**src/rtl/vector_loader_pkg.sv**
```systemverilog
// rtl/vector_loader_pkg.sv - shared FSM state type and sizing helpers for the vector loader
package vector_loader_pkg;

  typedef enum logic [2:0] {
    IDLE   = 3'd0,
    LOAD_A = 3'd1,
    LOAD_B = 3'd2,
    RUN    = 3'd3,
    DONE   = 3'd4
  } state_e;

  localparam int DEFAULT_DRAIN_CYCLES = 8;

  // Run counter must hold MEM_SIZE + drain margin; five extra bits over the address is ample.
  function automatic int run_cnt_width(input int addr_width);
    return addr_width + 5;
  endfunction

endpackage

```
**src/rtl/vector_loader_if.sv**
```systemverilog
// rtl/vector_loader_if.sv - valid/ready word stream feeding the vector loader
interface vector_loader_if #(
  parameter int DATA_WIDTH = 32
) ();

  logic                  s_valid;
  logic                  s_ready;
  logic [DATA_WIDTH-1:0] s_data;
  logic                  s_last;

  modport master (
    output s_valid,
    output s_data,
    output s_last,
    input  s_ready
  );

  modport slave (
    input  s_valid,
    input  s_data,
    input  s_last,
    output s_ready
  );

endinterface

```
**src/rtl/vector_loader.sv**
```systemverilog
// rtl/vector_loader.sv - loads vectors A and B from a stream into operand memories, then runs
// Optional checksum output enabled by VECTOR_LOADER_CKSUM_EN.
module vector_loader
  import vector_loader_pkg::*;
#(
  parameter int DATA_WIDTH   = 32,
  parameter int ADDR_WIDTH   = 5,
  parameter int MEM_SIZE     = 32,
  parameter int DRAIN_CYCLES = DEFAULT_DRAIN_CYCLES
) (
  input  logic                  clk,
  input  logic                  rst_n,
  input  logic                  go_i,
  input  logic [ADDR_WIDTH:0]   cfg_len_i,
  vector_loader_if.slave        s,
  output logic                  mem1_write_en_o,
  output logic [ADDR_WIDTH-1:0] mem1_write_address_o,
  output logic [DATA_WIDTH-1:0] mem1_data_in_o,
  output logic                  mem2_write_en_o,
  output logic [ADDR_WIDTH-1:0] mem2_write_address_o,
  output logic [DATA_WIDTH-1:0] mem2_data_in_o,
  output logic                  start_processing_o,
  output logic                  busy_o,
  output logic                  done_o,
`ifdef VECTOR_LOADER_CKSUM_EN
  output logic [DATA_WIDTH-1:0] cksum_o,
`endif
  output logic                  len_err_o
);

  localparam int LW = ADDR_WIDTH + 1;
  localparam int RW = run_cnt_width(ADDR_WIDTH);

  state_e                state_q;
  logic [LW-1:0]         len_q;
  logic [LW-1:0]         cnt_q;
  logic [RW-1:0]         run_cnt_q;
  logic                  ready_q;
  logic                  busy_q;
  logic                  start_q;
  logic                  done_q;
  logic                  len_err_q;

  // One write path shared by both memories; wr_sel_q picks the target (0 = mem1, 1 = mem2).
  logic                  wr_en_q;
  logic                  wr_sel_q;
  logic [ADDR_WIDTH-1:0] wr_addr_q;
  logic [DATA_WIDTH-1:0] wr_data_q;
`ifdef VECTOR_LOADER_CKSUM_EN
  logic [DATA_WIDTH-1:0] cksum_q;
`endif

  logic          beat;
  logic          final_beat;
  logic [LW-1:0] len_d;
  logic [LW-1:0] cnt_d;
  logic [RW-1:0] run_last;

  assign beat       = s.s_valid && ready_q;
  assign final_beat = (cnt_q == len_q - LW'(1));
  assign len_d      = (cfg_len_i > LW'(MEM_SIZE)) ? LW'(MEM_SIZE) : cfg_len_i;
  assign cnt_d      = cnt_q + LW'(1);
  assign run_last   = RW'(len_q) + RW'(DRAIN_CYCLES) - RW'(1);

  always_ff @(posedge clk or negedge rst_n) begin
    if (!rst_n) begin
      state_q   <= IDLE;
      len_q     <= '0;
      cnt_q     <= '0;
      run_cnt_q <= '0;
      ready_q   <= 1'b0;
      busy_q    <= 1'b0;
      start_q   <= 1'b0;
      done_q    <= 1'b0;
      len_err_q <= 1'b0;
      wr_en_q   <= 1'b0;
      wr_sel_q  <= 1'b0;
      wr_addr_q <= '0;
      wr_data_q <= '0;
`ifdef VECTOR_LOADER_CKSUM_EN
      cksum_q   <= '0;
`endif
    end else begin
      wr_en_q <= beat;
      if (beat) begin
        wr_sel_q  <= (state_q == LOAD_B);
        wr_addr_q <= cnt_q[ADDR_WIDTH-1:0];
        wr_data_q <= s.s_data;
`ifdef VECTOR_LOADER_CKSUM_EN
        cksum_q   <= cksum_q ^ s.s_data;
`endif
      end

      case (state_q)
        IDLE: begin
          if (go_i) begin
            len_q <= len_d;
            cnt_q <= '0;
`ifdef VECTOR_LOADER_CKSUM_EN
            cksum_q <= '0;
`endif
            if (len_d == '0) begin
              len_err_q <= 1'b1;
            end else begin
              len_err_q <= 1'b0;
              state_q   <= LOAD_A;
              ready_q   <= 1'b1;
              busy_q    <= 1'b1;
            end
          end
        end

        LOAD_A, LOAD_B: begin
          if (beat) begin
            if (final_beat || s.s_last) begin
              cnt_q <= '0;
              // s_last must coincide exactly with the len-th word.
              if (final_beat != s.s_last) len_err_q <= 1'b1;
              if (state_q == LOAD_A) begin
                state_q <= LOAD_B;
              end else begin
                state_q   <= RUN;
                ready_q   <= 1'b0;
                start_q   <= 1'b1;
                run_cnt_q <= '0;
              end
            end else begin
              cnt_q <= cnt_d;
            end
          end
        end

        RUN: begin
          if (run_cnt_q == run_last) begin
            state_q <= DONE;
            start_q <= 1'b0;
            done_q  <= 1'b1;
          end else begin
            run_cnt_q <= run_cnt_q + RW'(1);
          end
        end

        DONE: begin
          done_q  <= 1'b0;
          busy_q  <= 1'b0;
          state_q <= IDLE;
        end

        default: begin
          state_q <= IDLE;
          ready_q <= 1'b0;
          busy_q  <= 1'b0;
          start_q <= 1'b0;
          done_q  <= 1'b0;
        end
      endcase
    end
  end

  assign s.s_ready            = ready_q;
  assign mem1_write_en_o      = wr_en_q && !wr_sel_q;
  assign mem1_write_address_o = wr_addr_q;
  assign mem1_data_in_o       = wr_data_q;
  assign mem2_write_en_o      = wr_en_q && wr_sel_q;
  assign mem2_write_address_o = wr_addr_q;
  assign mem2_data_in_o       = wr_data_q;
  assign start_processing_o   = start_q;
  assign busy_o               = busy_q;
  assign done_o               = done_q;
  assign len_err_o            = len_err_q;
`ifdef VECTOR_LOADER_CKSUM_EN
  assign cksum_o              = cksum_q;
`endif

endmodule
```
**src/flat_wrapper.sv**
```systemverilog
// flat-port wrapper written by rule: the top's interface ports become plain ports
module vector_loader_flat import vector_loader_pkg::*;
#(
  parameter int DATA_WIDTH   = 32,
  parameter int ADDR_WIDTH   = 5,
  parameter int MEM_SIZE     = 32,
  parameter int DRAIN_CYCLES = DEFAULT_DRAIN_CYCLES
)
  (clk, rst_n, go_i, cfg_len_i, mem1_write_en_o, mem1_write_address_o, mem1_data_in_o, mem2_write_en_o, mem2_write_address_o, mem2_data_in_o, start_processing_o, busy_o, done_o, len_err_o, s_s_valid, s_s_data, s_s_last, s_s_ready);
  vector_loader_if #(.DATA_WIDTH(DATA_WIDTH)) s_i ();
  input  logic clk;
  input  logic rst_n;
  input  logic go_i;
  input  logic [ADDR_WIDTH:0] cfg_len_i;
  output logic mem1_write_en_o;
  output logic [ADDR_WIDTH-1:0] mem1_write_address_o;
  output logic [DATA_WIDTH-1:0] mem1_data_in_o;
  output logic mem2_write_en_o;
  output logic [ADDR_WIDTH-1:0] mem2_write_address_o;
  output logic [DATA_WIDTH-1:0] mem2_data_in_o;
  output logic start_processing_o;
  output logic busy_o;
  output logic done_o;
  output logic len_err_o;
  input wire logic [$bits(s_i.s_valid)-1:0] s_s_valid;
  input wire logic [$bits(s_i.s_data)-1:0] s_s_data;
  input wire logic [$bits(s_i.s_last)-1:0] s_s_last;
  output wire logic [$bits(s_i.s_ready)-1:0] s_s_ready;
  assign s_i.s_valid = s_s_valid;
  assign s_i.s_data = s_s_data;
  assign s_i.s_last = s_s_last;
  assign s_s_ready = s_i.s_ready;
  vector_loader #(.DATA_WIDTH(DATA_WIDTH), .ADDR_WIDTH(ADDR_WIDTH), .MEM_SIZE(MEM_SIZE), .DRAIN_CYCLES(DRAIN_CYCLES)) u_core (.clk(clk), .rst_n(rst_n), .go_i(go_i), .cfg_len_i(cfg_len_i), .s(s_i), .mem1_write_en_o(mem1_write_en_o), .mem1_write_address_o(mem1_write_address_o), .mem1_data_in_o(mem1_data_in_o), .mem2_write_en_o(mem2_write_en_o), .mem2_write_address_o(mem2_write_address_o), .mem2_data_in_o(mem2_data_in_o), .start_processing_o(start_processing_o), .busy_o(busy_o), .done_o(done_o), .len_err_o(len_err_o));
endmodule
```
**config.mk**
```make
export PLATFORM = sky130hd
export DESIGN_NAME = vector_loader_flat
export DESIGN_NICKNAME = d
export VERILOG_FILES = /design/src/rtl/vector_loader_pkg.sv /design/src/rtl/vector_loader_if.sv /design/src/rtl/vector_loader.sv /design/src/flat_wrapper.sv
export SDC_FILE = /design/constraint.sdc
export NUM_CORES = 1
export LEC_CHECK = 0
export ABC_AREA = 1
export CAP_MARGIN = 20
export CELL_PAD_IN_SITES_DETAIL_PLACEMENT = 0
export CELL_PAD_IN_SITES_GLOBAL_PLACEMENT = 1
export CORE_MARGIN = 2
export CORE_UTILIZATION = 30
export DETAILED_ROUTE_END_ITERATION = 6
export PLACE_DENSITY = 0.79
export REMOVE_ABC_BUFFERS = 1
export SLEW_MARGIN = 15
export SYNTH_ARGS = -nofsm -noshare
export SYNTH_HDL_FRONTEND = slang
export SYNTH_SLANG_ARGS = --single-unit
```
**constraint.sdc**
```tcl
create_clock -name clk -period 2.5 [get_ports clk]
set_input_delay 0.75 -clock clk [delete_from_list [all_inputs] [get_ports clk]]
set_output_delay 0.75 -clock clk [all_outputs]
set_load 0.02 [all_outputs]
```
==> summary.md <==
The hold violation total from the final report is 0. The clock passes through at most 2 buffers. Top cell family by delay on the critical path: simple AND/OR/NAND/NOR gates. The critical path's slowest cell is dfrtp_1.

The total count of max-transition violations in the final report was 0; the average cell area after synthesis was 7.59 um2. On the final layout, the worst clock skew is 0.00790 ns. In this run the critical register-to-register path is captured at u_core.run_cnt_q[3]$_DFFE_PN0P_.

The internal power summed over all cells was 4030 uW. The type of element capturing the critical path was a flop. The post-route setup TNS is 0 ns.

The tools report the number of unique standard cell types used by synthesis as 29. For the pin with the worst max-slew slack, the measured transition is 0.386 ns. For the largest net degree at the start of global routing, the log shows 70. The worst slew slack as a fraction of its limit was 74.2%. The die is 116 um tall. Per report_power, the sequential group accounts for 27.5% of the total. Final routed wire length divided by cell count: 13.1 um.

Subtracting the final worst setup slack from the clock period gives 2.39 ns. The final estimated routing congestion in global placement came out at 0.864. For the worst flop-to-flop path, the logic depth is 15. For this run, the total global-route usage over all layers was measured as 16.0%. The logs give 17.4% for the clock network power share and 0 for the number of buffers added to fix hold violations after cts.

Across all register-to-register paths, the minimum setup slack is 0.11 ns. Dividing total power by cell area gives a power density of 1290 mW/mm2. Leaving out fill and tap cells, the most frequent cells in the layout are nand2_1, clkdlybuf4s50_1, dfrtp_1. In this run the static leakage power is 0.00259 uW.

The final antenna-violating net count was 0. The kind of critical path is flop to flop. The worst register-to-register path begins at u_core.len_q[1]$_DFFE_PN0P_.

Across the VDD grid, the largest voltage drop is 0.000713 V. TritonCTS built the clock tree. The diode insertion count for antenna repair is 0. For this run, the number of Yosys warnings is 0. Sequential cells were found to cover 45.7% of the synthesized design area.

The remaining global-route overflow is 0, and the net switching power figure is 3020 uW. The tools report the area of the core region as 0.0122 mm2. The total of endpoints with negative setup slack in the final report was 0; the number of nets in the layout was 658. The library cell used most frequently in the layout, excluding fill and tap cells, is nand2_1. For this run, the top clock speed supported by timing is 419 MHz. The tools report the detailed-route via count as 3,461. After detailed routing, the number of vias per cell comes to 4.45. Together, buffers and inverters on the worst path number 2. The die covers 0.0135 mm2.

The switching share of total power was 42.9%; the largest stage delay on the critical path was 0.38 ns. Once detailed placement completed, the half-perimeter wirelength came to 7420 um. After synthesis the netlist holds a flip-flop and latch count of 69. The root buffer cell chosen for the clock tree is clkbuf_16. The class of the most critical hold timing path was primary input to asynchronous set/reset pin. The depth of the CTS H-tree was 3. The flow ran to the end, and the final reports show no timing, DRC or antenna violations. STA classifies the critical path startpoint as a flop. The die is 116 um wide. The share of cells above drive strength 1 is 13.4%.

The logs give 3,501 for the number of global-route vias before repair and 10,200 um for the total wire length. The netlist area before placement was 0.00378 mm2; the number of optimization iterations in the first detailed-route pass was 4. Max-cap violations in this run came to 0.

The data arrival time at the worst-slack endpoint was 2.65 ns; the initial core utilization was 31.1%. The largest fanout on the critical path is 7. For the clock latency of the later-clocked register in the worst-skew pair, the log shows 0.33 ns.

The run gives 9 as the TritonCTS buffer count. The synthesis-to-layout area growth is 44.4%, and the detailed-route DRC error count is 0. Counting the fill cells in the layout gives 1,197. The global-route wire length before repair was 16,900 um. The logs give 184 for the violation count after the first detailed-routing iteration and 40 for the placement row count. For this design the top-level I/O count stands at 124.

Clock-pin slew was measured on the worst setup and hold paths at 0.06 ns. The tightest hold path in the finished design has a slack of 0.429 ns. Traced cell by cell, the critical path runs through inv_2 -> ha_4 -> nand2_4 -> nand2_4 -> nor2_2 -> a2111oi_2 -> nand4_1 -> ha_2 -> o21ai_4 -> nand2_2 -> nor2_4 -> nand2_4 -> inv_6 -> nand2_2 -> nand2_2. Buffers placed on the I/O ports in this run total 123. For the initial antenna violation count, the log shows 0. Clock tree synthesis found a total of 69 sinks. Setup repair after global routing could not meet its margin everywhere. Logic gate share of total power: 55.1%. Final critical-path share of the clock period: 95.5%. The number of cells produced by synthesis is 498, and the data required time of the worst path is 2.76 ns.
[metal layers]
metal,wire length (um),part of all wire [%],track usage (%)
met5,0,0,0
met4,157,1.5,5.71
met3,758,7.4,4.15
met2,4600,45,25.4
met1,4720,46,21.3
[cell type report]
class                           instances  area (um2)  area share, %
Timing Repair Buffer                  142        1380           25.3
Tap cell                              168         210           3.85
Clock inverter                          2        35.0          0.642
Clock buffer                           12         246           4.52
Inverter                               51         196           3.60
Multi-Input combinational cell        334        1660           30.4
Sequential cell                        69        1730           31.7
[Yosys cell counts]
library cell	number	area share (%)
a2111oi_0	1	0.23
a211oi_1	1	0.20
a21oi_1	6	0.79
buf_1	1	0.099
buf_4	37	7.4
buf_8	1	0.40
clkbuf_1	6	0.60
clkinv_1	1	0.099
dfrtp_1	69	46
ha_1	8	2.6
inv_1	45	4.5
inv_2	5	0.50
nand2_1	204	20
nand2_2	3	0.50
nand2_4	3	0.89
nand3_1	22	2.9
nand3_2	1	0.26
nand3b_1	2	0.40
nand4_1	5	0.83
nor2_1	27	2.7
nor2_2	5	0.83
nor2_4	1	0.30
nor3_1	7	0.93
o21ai_0	23	3.0
o21ai_1	1	0.13
o21ai_2	1	0.23
or2_2	1	0.17
xnor2_1	2	0.46
xor2_1	9	2.1
[through the flow]
stage | power, uW | instance area (um2) | setup WS (ns) | utilization [%] | cells
floorplan | 3780 | 3460 | -0.655 | - | 453
finish | 7050 | 5460 | 0.113 | 44.9 | 778
CTS | 6930 | 5350 | 0.0126 | 44.0 | 774
detailed placement | 5550 | 5020 | -0.275 | 41.3 | 759
global placement | 5540 | 5020 | -0.123 | 41.3 | 759
global route | 7530 | 5460 | -0.0787 | 44.9 | 778
[sequential cells by signal, summed over array words and instances (netlist names)]
name                         cells
u_core.busy_o                    1
u_core.cnt_q                     6
u_core.done_o                    1
u_core.len_err_o                 1
u_core.len_q                     6
u_core.mem1_data_in_o           32
u_core.mem1_write_address_o      5
u_core.run_cnt_q                10
u_core.s.s_ready                 1
u_core.start_processing_o        1
u_core.state_q                   3
u_core.wr_en_q                   1
u_core.wr_sel_q                  1
[how the worst max path moves through the flow]
| stage | from | endpoint | slack [ns] | depth (start not counted) |
|---|---|---|---|---|
| 2_1_floorplan | s_s_valid | u_core.cnt_q[4]$_DFFE_PN0P_ | -0.66 | 9 |
| 5_1_grt | u_core.len_q[0]$_DFFE_PN0P_ | u_core.run_cnt_q[8]$_DFFE_PN0P_ | -0.08 | 17 |
| 6_report | u_core.len_q[1]$_DFFE_PN0P_ | u_core.run_cnt_q[3]$_DFFE_PN0P_ | 0.11 | 15 |
| 4_1_cts | u_core.len_q[0]$_DFFE_PN0P_ | u_core.run_cnt_q[0]$_DFFE_PN0P_ | 0.01 | 16 |
| 3_5_place_dp | u_core.len_q[1]$_DFFE_PN0P_ | u_core.run_cnt_q[3]$_DFFE_PN0P_ | -0.27 | 16 |
| 3_3_place_gp | u_core.len_q[0]$_DFFE_PN0P_ | u_core.run_cnt_q[7]$_DFFE_PN0P_ | -0.12 | 17 |
[power groups by stage]
stage / sequential [uW] / clock (uW) / combinational (uW)
floorplan: 2540 / 0 / 1240
global placement: 1920 / 0 / 3620
detailed placement: 1910 / 0 / 3640
CTS: 1930 / 1260 / 3740
global route: 2000 / 1310 / 4230
finish: 1940 / 1220 / 3890
[timing repair]
item / CTS / global route
buffers inserted: 1 / 4
setup endpoints to repair: 14 / 14
gates resized for setup: 15 / 30
cloned: 1 / 0
pin swaps: 5 / 16
[worst reg2reg max path, stage by stage, from the launching register on]
cell	delay, ns
dfrtp_1	0.38
inv_2	0.08
ha_4	0.17
nand2_4	0.07
nand2_4	0.08
nor2_2	0.04
a2111oi_2	0.32
nand4_1	0.17
ha_2	0.24
o21ai_4	0.15
nand2_2	0.08
nor2_4	0.18
nand2_4	0.14
inv_6	0.10
nand2_2	0.05
nand2_2	0.06
[kinds of logic after synthesis]
logic type | count (synthesis) | synth area share, %
xor+xnor | 11 | 2.55
buf+inv | 96 | 13.5
flops | 69 | 45.7
simple gates | 281 | 31.0
fa+ha+maj | 8 | 2.65
compound gates | 33 | 4.64
(Power assumes the default switching activity.)
